[src/rtl/bram_console_fsm_pkg.sv]
`default_nettype none
// +----------------------------------------------------------------------+
// | bram_console_pkg                                                     |
// | Shared types and helpers for the BRAM switch/button console.         |
// | Rev 1.0 - initial release                                            |
// +----------------------------------------------------------------------+
package bram_console_pkg;

   // Values double as the state_o LED encoding.
   typedef enum logic [2:0] {
      ADDR_ENTRY = 3'd0,
      CMD        = 3'd1,
      READ_WAIT  = 3'd2,
      SHOW       = 3'd3,
      DATA_ENTRY = 3'd4,
      WRITE      = 3'd5
   } state_t;

   typedef enum logic [2:0] {
      EV_NONE    = 3'd0,
      EV_RESTART = 3'd1,
      EV_ADDR    = 3'd2,
      EV_WRITE   = 3'd3,
      EV_READ    = 3'd4
   } event_t;

   localparam int c_BTN_READ    = 0;
   localparam int c_BTN_WRITE   = 1;
   localparam int c_BTN_ADDR    = 2;
   localparam int c_BTN_RESTART = 3;

   function automatic int chunk_count(input int width, input int chunk);
      return width / chunk;
   endfunction

endpackage
`default_nettype wire

[src/rtl/bram_console_fsm_if.sv]
`default_nettype none
// +----------------------------------------------------------------------+
// | bram_console_fsm_if                                                  |
// | Single-port BRAM bus between the console (master) and the RAM.       |
// | Rev 1.0 - initial release                                            |
// +----------------------------------------------------------------------+
interface bram_console_fsm_if #(
   parameter int ADDR_W = 32,
   parameter int DATA_W = 32
);
   logic                  bram_en;
   logic [DATA_W/8-1:0]   bram_we;
   logic [ADDR_W-1:0]     bram_addr;
   logic [DATA_W-1:0]     bram_din;
   logic [DATA_W-1:0]     bram_dout;

   modport master (
      output bram_en, bram_we, bram_addr, bram_din,
      input  bram_dout
   );

   modport slave (
      input  bram_en, bram_we, bram_addr, bram_din,
      output bram_dout
   );
endinterface
`default_nettype wire

[src/rtl/bram_console_fsm_btn_edge.sv]
`default_nettype none
// +----------------------------------------------------------------------+
// | btn_edge                                                             |
// | Registers N debounced button levels and pulses on each rising edge.  |
// | Rev 1.0 - initial release                                            |
// +----------------------------------------------------------------------+
module btn_edge #(
   parameter int N = 4
)(
   input  wire logic          clk,
   input  wire logic          reset,
   input  wire logic [N-1:0]  i_level,
   output logic [N-1:0]       o_pulse
);
   logic [N-1:0] r_level;
   logic [N-1:0] r_level_d;

   always_ff @(posedge clk) begin
      if (reset) begin
         r_level   <= '0;
         r_level_d <= '0;
      end else begin
         r_level   <= i_level;
         r_level_d <= r_level;
      end
   end

   assign o_pulse = r_level & ~r_level_d;

endmodule
`default_nettype wire

[src/rtl/bram_console_fsm.sv]
`default_nettype none
// +----------------------------------------------------------------------+
// | bram_console_fsm                                                     |
// | Switch/button console: key address/data in SW_W chunks, read or     |
// | write one BRAM word, present entry/read-back on disp_word.           |
// | Option macro: BRAM_CONSOLE_AUTOINC_EN (address +1 after read/write). |
// | Rev 1.0 - initial release                                            |
// +----------------------------------------------------------------------+
module bram_console_fsm
   import bram_console_pkg::*;
#(
   parameter  int SW_W     = 16,
   parameter  int ADDR_W   = 32,
   parameter  int DATA_W   = 32,
   parameter  int READ_LAT = 1,
   localparam int DISP_W   = (ADDR_W > DATA_W) ? ADDR_W : DATA_W
)(
   input  wire logic             clk,
   input  wire logic             reset,
   input  wire logic [SW_W-1:0]  sw,
   input  wire logic             btn_addr,
   input  wire logic             btn_read,
   input  wire logic             btn_write,
   input  wire logic             btn_restart,
   bram_console_fsm_if.master    mem,
   output logic [DISP_W-1:0]     disp_word,
   output logic [2:0]            state_o
);
   localparam int c_A_CHUNKS   = chunk_count(ADDR_W, SW_W);
   localparam int c_D_CHUNKS   = chunk_count(DATA_W, SW_W);
   localparam int c_MAX_CHUNKS = (c_A_CHUNKS > c_D_CHUNKS) ? c_A_CHUNKS : c_D_CHUNKS;
   localparam int c_K_W        = $clog2(c_MAX_CHUNKS + 1);
   localparam logic [c_K_W-1:0] c_A_TOP = c_K_W'(c_A_CHUNKS - 1);
   localparam logic [c_K_W-1:0] c_D_TOP = c_K_W'(c_D_CHUNKS - 1);
   localparam logic [2:0]       c_LAT   = 3'(READ_LAT);

   state_t               r_state;
   logic [c_K_W-1:0]     r_k;
   logic [2:0]           r_cnt;
   logic [ADDR_W-1:0]    r_addr;
   logic [DATA_W-1:0]    r_data;
   logic [DATA_W-1:0]    r_rd;
   logic                 r_en;
   logic [DATA_W/8-1:0]  r_we;

   logic [3:0]           w_pulse;
   event_t               w_ev;
   logic [ADDR_W-1:0]    w_addr_live;
   logic [ADDR_W-1:0]    w_addr_next;
   logic [DATA_W-1:0]    w_data_live;

   btn_edge #(.N(4)) u_btn_edge (
      .clk     (clk),
      .reset   (reset),
      .i_level ({btn_restart, btn_addr, btn_write, btn_read}),
      .o_pulse (w_pulse)
   );

   // One action per cycle; lower-priority simultaneous presses are lost.
   always_comb begin
      w_ev = EV_NONE;
      if (w_pulse[c_BTN_RESTART])    w_ev = EV_RESTART;
      else if (w_pulse[c_BTN_ADDR])  w_ev = EV_ADDR;
      else if (w_pulse[c_BTN_WRITE]) w_ev = EV_WRITE;
      else if (w_pulse[c_BTN_READ])  w_ev = EV_READ;
   end

   always_comb begin
      w_addr_live = r_addr;
      w_addr_live[int'(r_k)*SW_W +: SW_W] = sw;
      w_data_live = r_data;
      w_data_live[int'(r_k)*SW_W +: SW_W] = sw;
   end

`ifdef BRAM_CONSOLE_AUTOINC_EN
   assign w_addr_next = r_addr + ADDR_W'(1);
`else
   assign w_addr_next = r_addr;
`endif

   always_ff @(posedge clk) begin
      if (reset) begin
         r_state <= ADDR_ENTRY;
         r_k     <= c_A_TOP;
         r_cnt   <= '0;
         r_addr  <= '0;
         r_data  <= '0;
         r_rd    <= '0;
         r_en    <= 1'b0;
         r_we    <= '0;
      end else begin
         r_en <= 1'b0;
         r_we <= '0;
         if (w_ev == EV_RESTART) begin
            r_state <= ADDR_ENTRY;
            r_k     <= c_A_TOP;
            r_addr  <= '0;
            r_data  <= '0;
            r_rd    <= '0;
         end else begin
            case (r_state)
               ADDR_ENTRY: begin
                  if (w_ev == EV_ADDR) begin
                     r_addr <= w_addr_live;
                     if (r_k == '0) r_state <= CMD;
                     else           r_k     <= r_k - 1'b1;
                  end
               end
               CMD, SHOW: begin
                  if (w_ev == EV_ADDR && r_state == CMD) begin
                     r_state <= ADDR_ENTRY;
                     r_k     <= c_A_TOP;
                  end else if (w_ev == EV_WRITE) begin
                     r_state <= DATA_ENTRY;
                     r_k     <= c_D_TOP;
                     r_data  <= '0;
                  end else if (w_ev == EV_READ) begin
                     r_state <= READ_WAIT;
                     r_cnt   <= '0;
                     r_en    <= 1'b1;
                  end
               end
               READ_WAIT: begin
                  // r_cnt==0 is the enable cycle; dout is valid READ_LAT cycles on.
                  if (r_cnt == c_LAT) begin
                     r_rd    <= mem.bram_dout;
                     r_addr  <= w_addr_next;
                     r_state <= SHOW;
                  end else begin
                     r_cnt <= r_cnt + 3'd1;
                  end
               end
               DATA_ENTRY: begin
                  if (w_ev == EV_WRITE) begin
                     r_data <= w_data_live;
                     if (r_k == '0) begin
                        r_state <= WRITE;
                        r_en    <= 1'b1;
                        r_we    <= '1;
                     end else begin
                        r_k <= r_k - 1'b1;
                     end
                  end
               end
               WRITE: begin
                  r_rd    <= r_data;
                  r_addr  <= w_addr_next;
                  r_state <= SHOW;
               end
               default: begin
                  r_state <= ADDR_ENTRY;
                  r_k     <= c_A_TOP;
               end
            endcase
         end
      end
   end

   always_comb begin
      disp_word = '0;
      case (r_state)
         ADDR_ENTRY:      disp_word = DISP_W'(w_addr_live);
         CMD, READ_WAIT:  disp_word = DISP_W'(r_addr);
         SHOW:            disp_word = DISP_W'(r_rd);
         DATA_ENTRY:      disp_word = DISP_W'(w_data_live);
         WRITE:           disp_word = DISP_W'(r_data);
         default:         disp_word = '0;
      endcase
   end

   assign state_o       = r_state;
   assign mem.bram_en   = r_en;
   assign mem.bram_we   = r_we;
   assign mem.bram_addr = r_addr;
   assign mem.bram_din  = r_data;

endmodule
`default_nettype wire

[src/flat_wrapper.sv]
// flat-port wrapper written by rule: the top's interface ports become plain ports
module bram_console_fsm_flat import bram_console_pkg::*;
#(
   parameter  int SW_W     = 16,
   parameter  int ADDR_W   = 32,
   parameter  int DATA_W   = 32,
   parameter  int READ_LAT = 1,
   localparam int DISP_W   = (ADDR_W > DATA_W) ? ADDR_W : DATA_W
)
  (clk, reset, sw, btn_addr, btn_read, btn_write, btn_restart, disp_word, state_o, mem_bram_en, mem_bram_we, mem_bram_addr, mem_bram_din, mem_bram_dout);
  bram_console_fsm_if #(.ADDR_W(ADDR_W), .DATA_W(DATA_W)) mem_i ();
  input  wire logic clk;
  input  wire logic reset;
  input  wire logic [SW_W-1:0] sw;
  input  wire logic btn_addr;
  input  wire logic btn_read;
  input  wire logic btn_write;
  input  wire logic btn_restart;
  output logic [DISP_W-1:0] disp_word;
  output logic [2:0] state_o;
  output wire logic [$bits(mem_i.bram_en)-1:0] mem_bram_en;
  output wire logic [$bits(mem_i.bram_we)-1:0] mem_bram_we;
  output wire logic [$bits(mem_i.bram_addr)-1:0] mem_bram_addr;
  output wire logic [$bits(mem_i.bram_din)-1:0] mem_bram_din;
  input wire logic [$bits(mem_i.bram_dout)-1:0] mem_bram_dout;
  assign mem_bram_en = mem_i.bram_en;
  assign mem_bram_we = mem_i.bram_we;
  assign mem_bram_addr = mem_i.bram_addr;
  assign mem_bram_din = mem_i.bram_din;
  assign mem_i.bram_dout = mem_bram_dout;
  bram_console_fsm #(.SW_W(SW_W), .ADDR_W(ADDR_W), .DATA_W(DATA_W), .READ_LAT(READ_LAT)) u_core (.clk(clk), .reset(reset), .sw(sw), .btn_addr(btn_addr), .btn_read(btn_read), .btn_write(btn_write), .btn_restart(btn_restart), .mem(mem_i), .disp_word(disp_word), .state_o(state_o));
endmodule
[config.mk]
export PLATFORM = sky130hd
export DESIGN_NAME = bram_console_fsm_flat
export DESIGN_NICKNAME = d
export VERILOG_FILES = /design/src/rtl/bram_console_fsm_pkg.sv /design/src/rtl/bram_console_fsm_if.sv /design/src/rtl/bram_console_fsm_btn_edge.sv /design/src/rtl/bram_console_fsm.sv /design/src/flat_wrapper.sv
export SDC_FILE = /design/constraint.sdc
export NUM_CORES = 1
export LEC_CHECK = 0
export CORE_MARGIN = 1.5
export CORE_UTILIZATION = 35
export CTS_BUF_LIST = sky130_fd_sc_hd__clkbuf_2 sky130_fd_sc_hd__clkbuf_4 sky130_fd_sc_hd__clkbuf_8
export DETAILED_ROUTE_END_ITERATION = 8
export HOLD_SLACK_MARGIN = 0.15
export SLEW_MARGIN = 20
export SYNTH_ARGS = -nofsm -noshare
export SYNTH_HDL_FRONTEND = slang
export SYNTH_HIERARCHICAL = 1
export SYNTH_SLANG_ARGS = --single-unit
[constraint.sdc]
create_clock -name clk -period 4.7 [get_ports clk]
set_input_delay 0.705 -clock clk [delete_from_list [all_inputs] [get_ports clk]]
set_output_delay 0.705 -clock clk [all_outputs]
set_load 0.05 [all_outputs]
==> impl_metrics.toml, run 1 <==
[floorplan]
die_h_um = 142
coreArea_mm2 = 0.0188
io_pins = 158
dieWidth_um = 142
fp.dieArea_mm2 = 0.0201
num_rows = 50
start_util_pct = 35.8

[grt]
grt_max_degree = 55
grt_pass1_wl_um = 35800
grtUsageTotal_pct = 22.9
grt_pass1_vias = 6220
grt_overflow = 0
grt_antenna_before_repair = 0

[synth]
ys_async_sr_fraction_pct = 0
synth_top_flop_cell = "dfxtp_1"
synth_area_per_cell_um2 = 8.20
synth_cell_types = 57
synthSimpleGateAreaFrac_pct = 21.7
ys_ff_latch = 114
yosysTopAreaCell = "dfxtp_1"
synth-compound-area-share_pct = 26.5
mappedNetlistArea_mm2 = 0.00674
synthAdderAreaFrac_pct = 0.928
synth_xor_area_share_pct = 0.241
synth_top_family_by_area = "compound AO/OA/AOI/OAI gates"
synth_edf_count = 0
synth_top_area_share_pct = 33.8
syn_nets = 881
synthMuxAreaShare_pct = 9.33
synth_seq_area_share_pct = 33.8
synth_area_leaders = "dfxtp_1, mux2i_1, nor2_1"
synthCells = 822
ys_warn_count = 6

[sta]
rsz0062_at_grt = "no"
finalCritPeriodShare_pct = 87.7
maxSlewHeadroom_pct = 35.3
setup_slack_ns = 0.578
setup_viol_count_final = 0
drv_slew = 0
fin_tns_setup_ns = 0
min_period_ns = 4.12
max_freq_ghz = 0.243
clock_skew_ns = 0.00824
hold_viol = 0
worst_slew_pin_slew_ns = 0.964

[cts]
postCtsHoldBufs = 0
clk_path_buf_depth = 2
cts_tree = "built"
htreeDepth = 4
clkTransAtPathRegs_ns = 0.07
post_cts_resized = 0
numCtsBuffers = 17
root_buffer = "clkbuf_8"
post_cts_buffers = 0
clock-sinks = 114
clkLatencyLatePin_ns = 0.45

[routing]
post_drt_wl_per_cell_um = 18.9
viasPerCell = 5.56
ant_nets = 0
drt_wl_total_um = 23000
dr.pass1.iters = 5
dr_total_vias = 6762
post-route-drc-count = 0
drt_iter0_markers = 476

[setup_path]
cp_max_fo = 12
crit_arrival_ns = 3.42
cp-start-kind = "flip-flop"
reg2reg_depth = 6
end_kind = "output port"
path_class = "flip-flop to output port"
required_ns = 3.99

[power]
vdd_ir_drop_max_mv = 0.148
p_leak_nw = 3.04
power_per_cell_area_mw_per_mm2 = 260
power_mw = 2.31

[placement]
gp_congestion = 0.854
preCtsSetupSlack_ns = 1.08
io_buffers = 157
dp_hpwl_um = 15500

[flow_run]
drv_cap = 0

[final_layout]
diodes = 0
multiInputGateArea_mm2 = 0.00398
ff_latch_area_mm2 = 0.00228
area.growth.synth_to_final_pct = 31.7
nFillCells = 1840
nets = 1004
drive_gt1_share_pct = 10.8

[worst_hold_path]
hold_path.class = "flip-flop to flip-flop"
whs_path_depth = 1

[run_status]
outcome = "finished, final reports clean"
## routing by layer
metal  GRT usage [%]  wire length, um  vias to the layer above
met5               0                0                        -
met2            35.1            10100                      266
li1                -                -                     3287
met3            5.10             1600                       21
met1            32.1            11000                     3188
met4            7.05              357                        0
## cells in the final DEF, fill, tap and decap left out, types with 4 or more instances in the layout
master	n
nor2b_1	29
a22oi_1	30
nor2_1	91
clkdlybuf4s50_1	150
nand2b_1	25
o21ai_0	31
a221o_1	14
nand3_1	13
mux2i_1	46
nor3b_1	4
a211o_1	17
nand4_1	22
clkinv_2	9
a32oi_1	23
buf_4	30
dfxtp_1	112
ha_1	5
or3_1	9
mux2_2	15
clkbuf_8	17
inv_1	17
a21oi_1	68
o22ai_1	14
buf_12	7
nand2_1	66
a211oi_1	38
a311oi_1	6
## flip-flops by register name (all words and copies together), names as in the netlist
register	flops
u_core/mem.bram_en	1
u_core/state_o	3
u_core/mem.bram_din	32
u_core/r_cnt	3
u_core/mem.bram_we	1
u_core/mem.bram_addr	32
u_core/r_rd	32
u_core/u_btn_edge/r_level	4
u_core/u_btn_edge/r_level_d	4
u_core/r_k	2
## cells in the mapped netlist (3+ instances only)
library cell	count
a221o_1	14
dfxtp_1	114
buf_4	10
clkbuf_1	34
inv_1	17
o21ai_1	3
and2_1	3
mux2_2	15
buf_6	4
a32oi_1	23
nor2b_1	29
o22ai_1	14
o21ai_0	31
nand2_1	66
ha_1	5
nor2_1	91
mux2i_1	46
o211ai_2	3
nand3_1	13
nor3b_2	3
a211oi_1	38
a311oi_1	6
nor3b_1	4
a211o_1	17
a21oi_1	68
nand2b_1	25
or3_1	9
buf_1	3
buf_2	30
a22oi_1	30
nand4_1	22
## metrics by stage
stage	instances	area, um2	hold slack [ns]	util, %
2_1_floorplan	822	6740	0.430	-
3_3_place_gp	1186	8520	0.445	45.2
3_5_place_dp	1186	8520	0.449	45.2
4_1_cts	1217	8880	0.466	47.1
5_1_grt	1217	8880	0.475	47.1
6_report	1217	8880	0.463	47.1
## path summary, 6_finish.rpt
path	startpoint	end	slack, ns
min reg2reg	u_core/u_btn_edge/r_level[3]	u_core/u_btn_edge/r_level_d[3]	0.46
max reg2reg	u_core/state_o[2]	u_core/mem.bram_din[20]	1.70
min	u_core/u_btn_edge/r_level[3]	u_core/u_btn_edge/r_level_d[3]	0.46
max	u_core/r_k[0]	disp_word[24]	0.58
## layout make-up
| class | instances | area share [%] |
|---|---|---|
| well taps | 260 | 3.66 |
| multi-input cells | 608 | 44.8 |
| repair buffers | 187 | 21.0 |
| flip-flops and latches | 114 | 25.7 |
| clock inverters | 13 | 1.35 |
| inverters | 17 | 0.719 |
| clock buffers | 18 | 2.72 |
## worst max-delay path, stage by stage (launching register included)
cell and delay (ns):
dfxtp_1 0.53, inv_1 0.14, ha_1 0.46, and4b_1 0.57, a21oi_1 0.17, o21ai_0 0.15, or3_1 0.14, clkdlybuf4s50_1 0.80
## where the power goes
part	leakage [nW]	switching (mW)	internal, mW	total (mW)
Combinational	1.93	0.271	0.157	0.428
Clock	0.191	0.424	0.463	0.887
Sequential	0.922	0.0131	0.979	0.992
Total	3.04	0.708	1.60	2.31
## kinds of logic (layout without fill, tap and decap cells)
logic type                 Yosys count  count (layout)
buffers and inverters              100             235
DFF                                114             114
and+or+nand+nor                    284             284
AOI/OAI and AO/OA                  257             257
xor gates and xnor gates             1               1
muxes                               61              61
adders and majority gates            5               5
(Power assumes the default switching activity.)
==> inputs of run 2 (changes only) <==
Settings changed: CTS_CLUSTER_DIAMETER set to 80.
==> results of run 2 <==
Same layout as run 1: the final DEF is identical, and so are final timing and power.
==> inputs of run 3 (changes only) <==
Settings changed: CAP_MARGIN set to 20.
==> results of run 3 <==
Same layout as run 1: the final DEF is identical, and so are final timing and power.
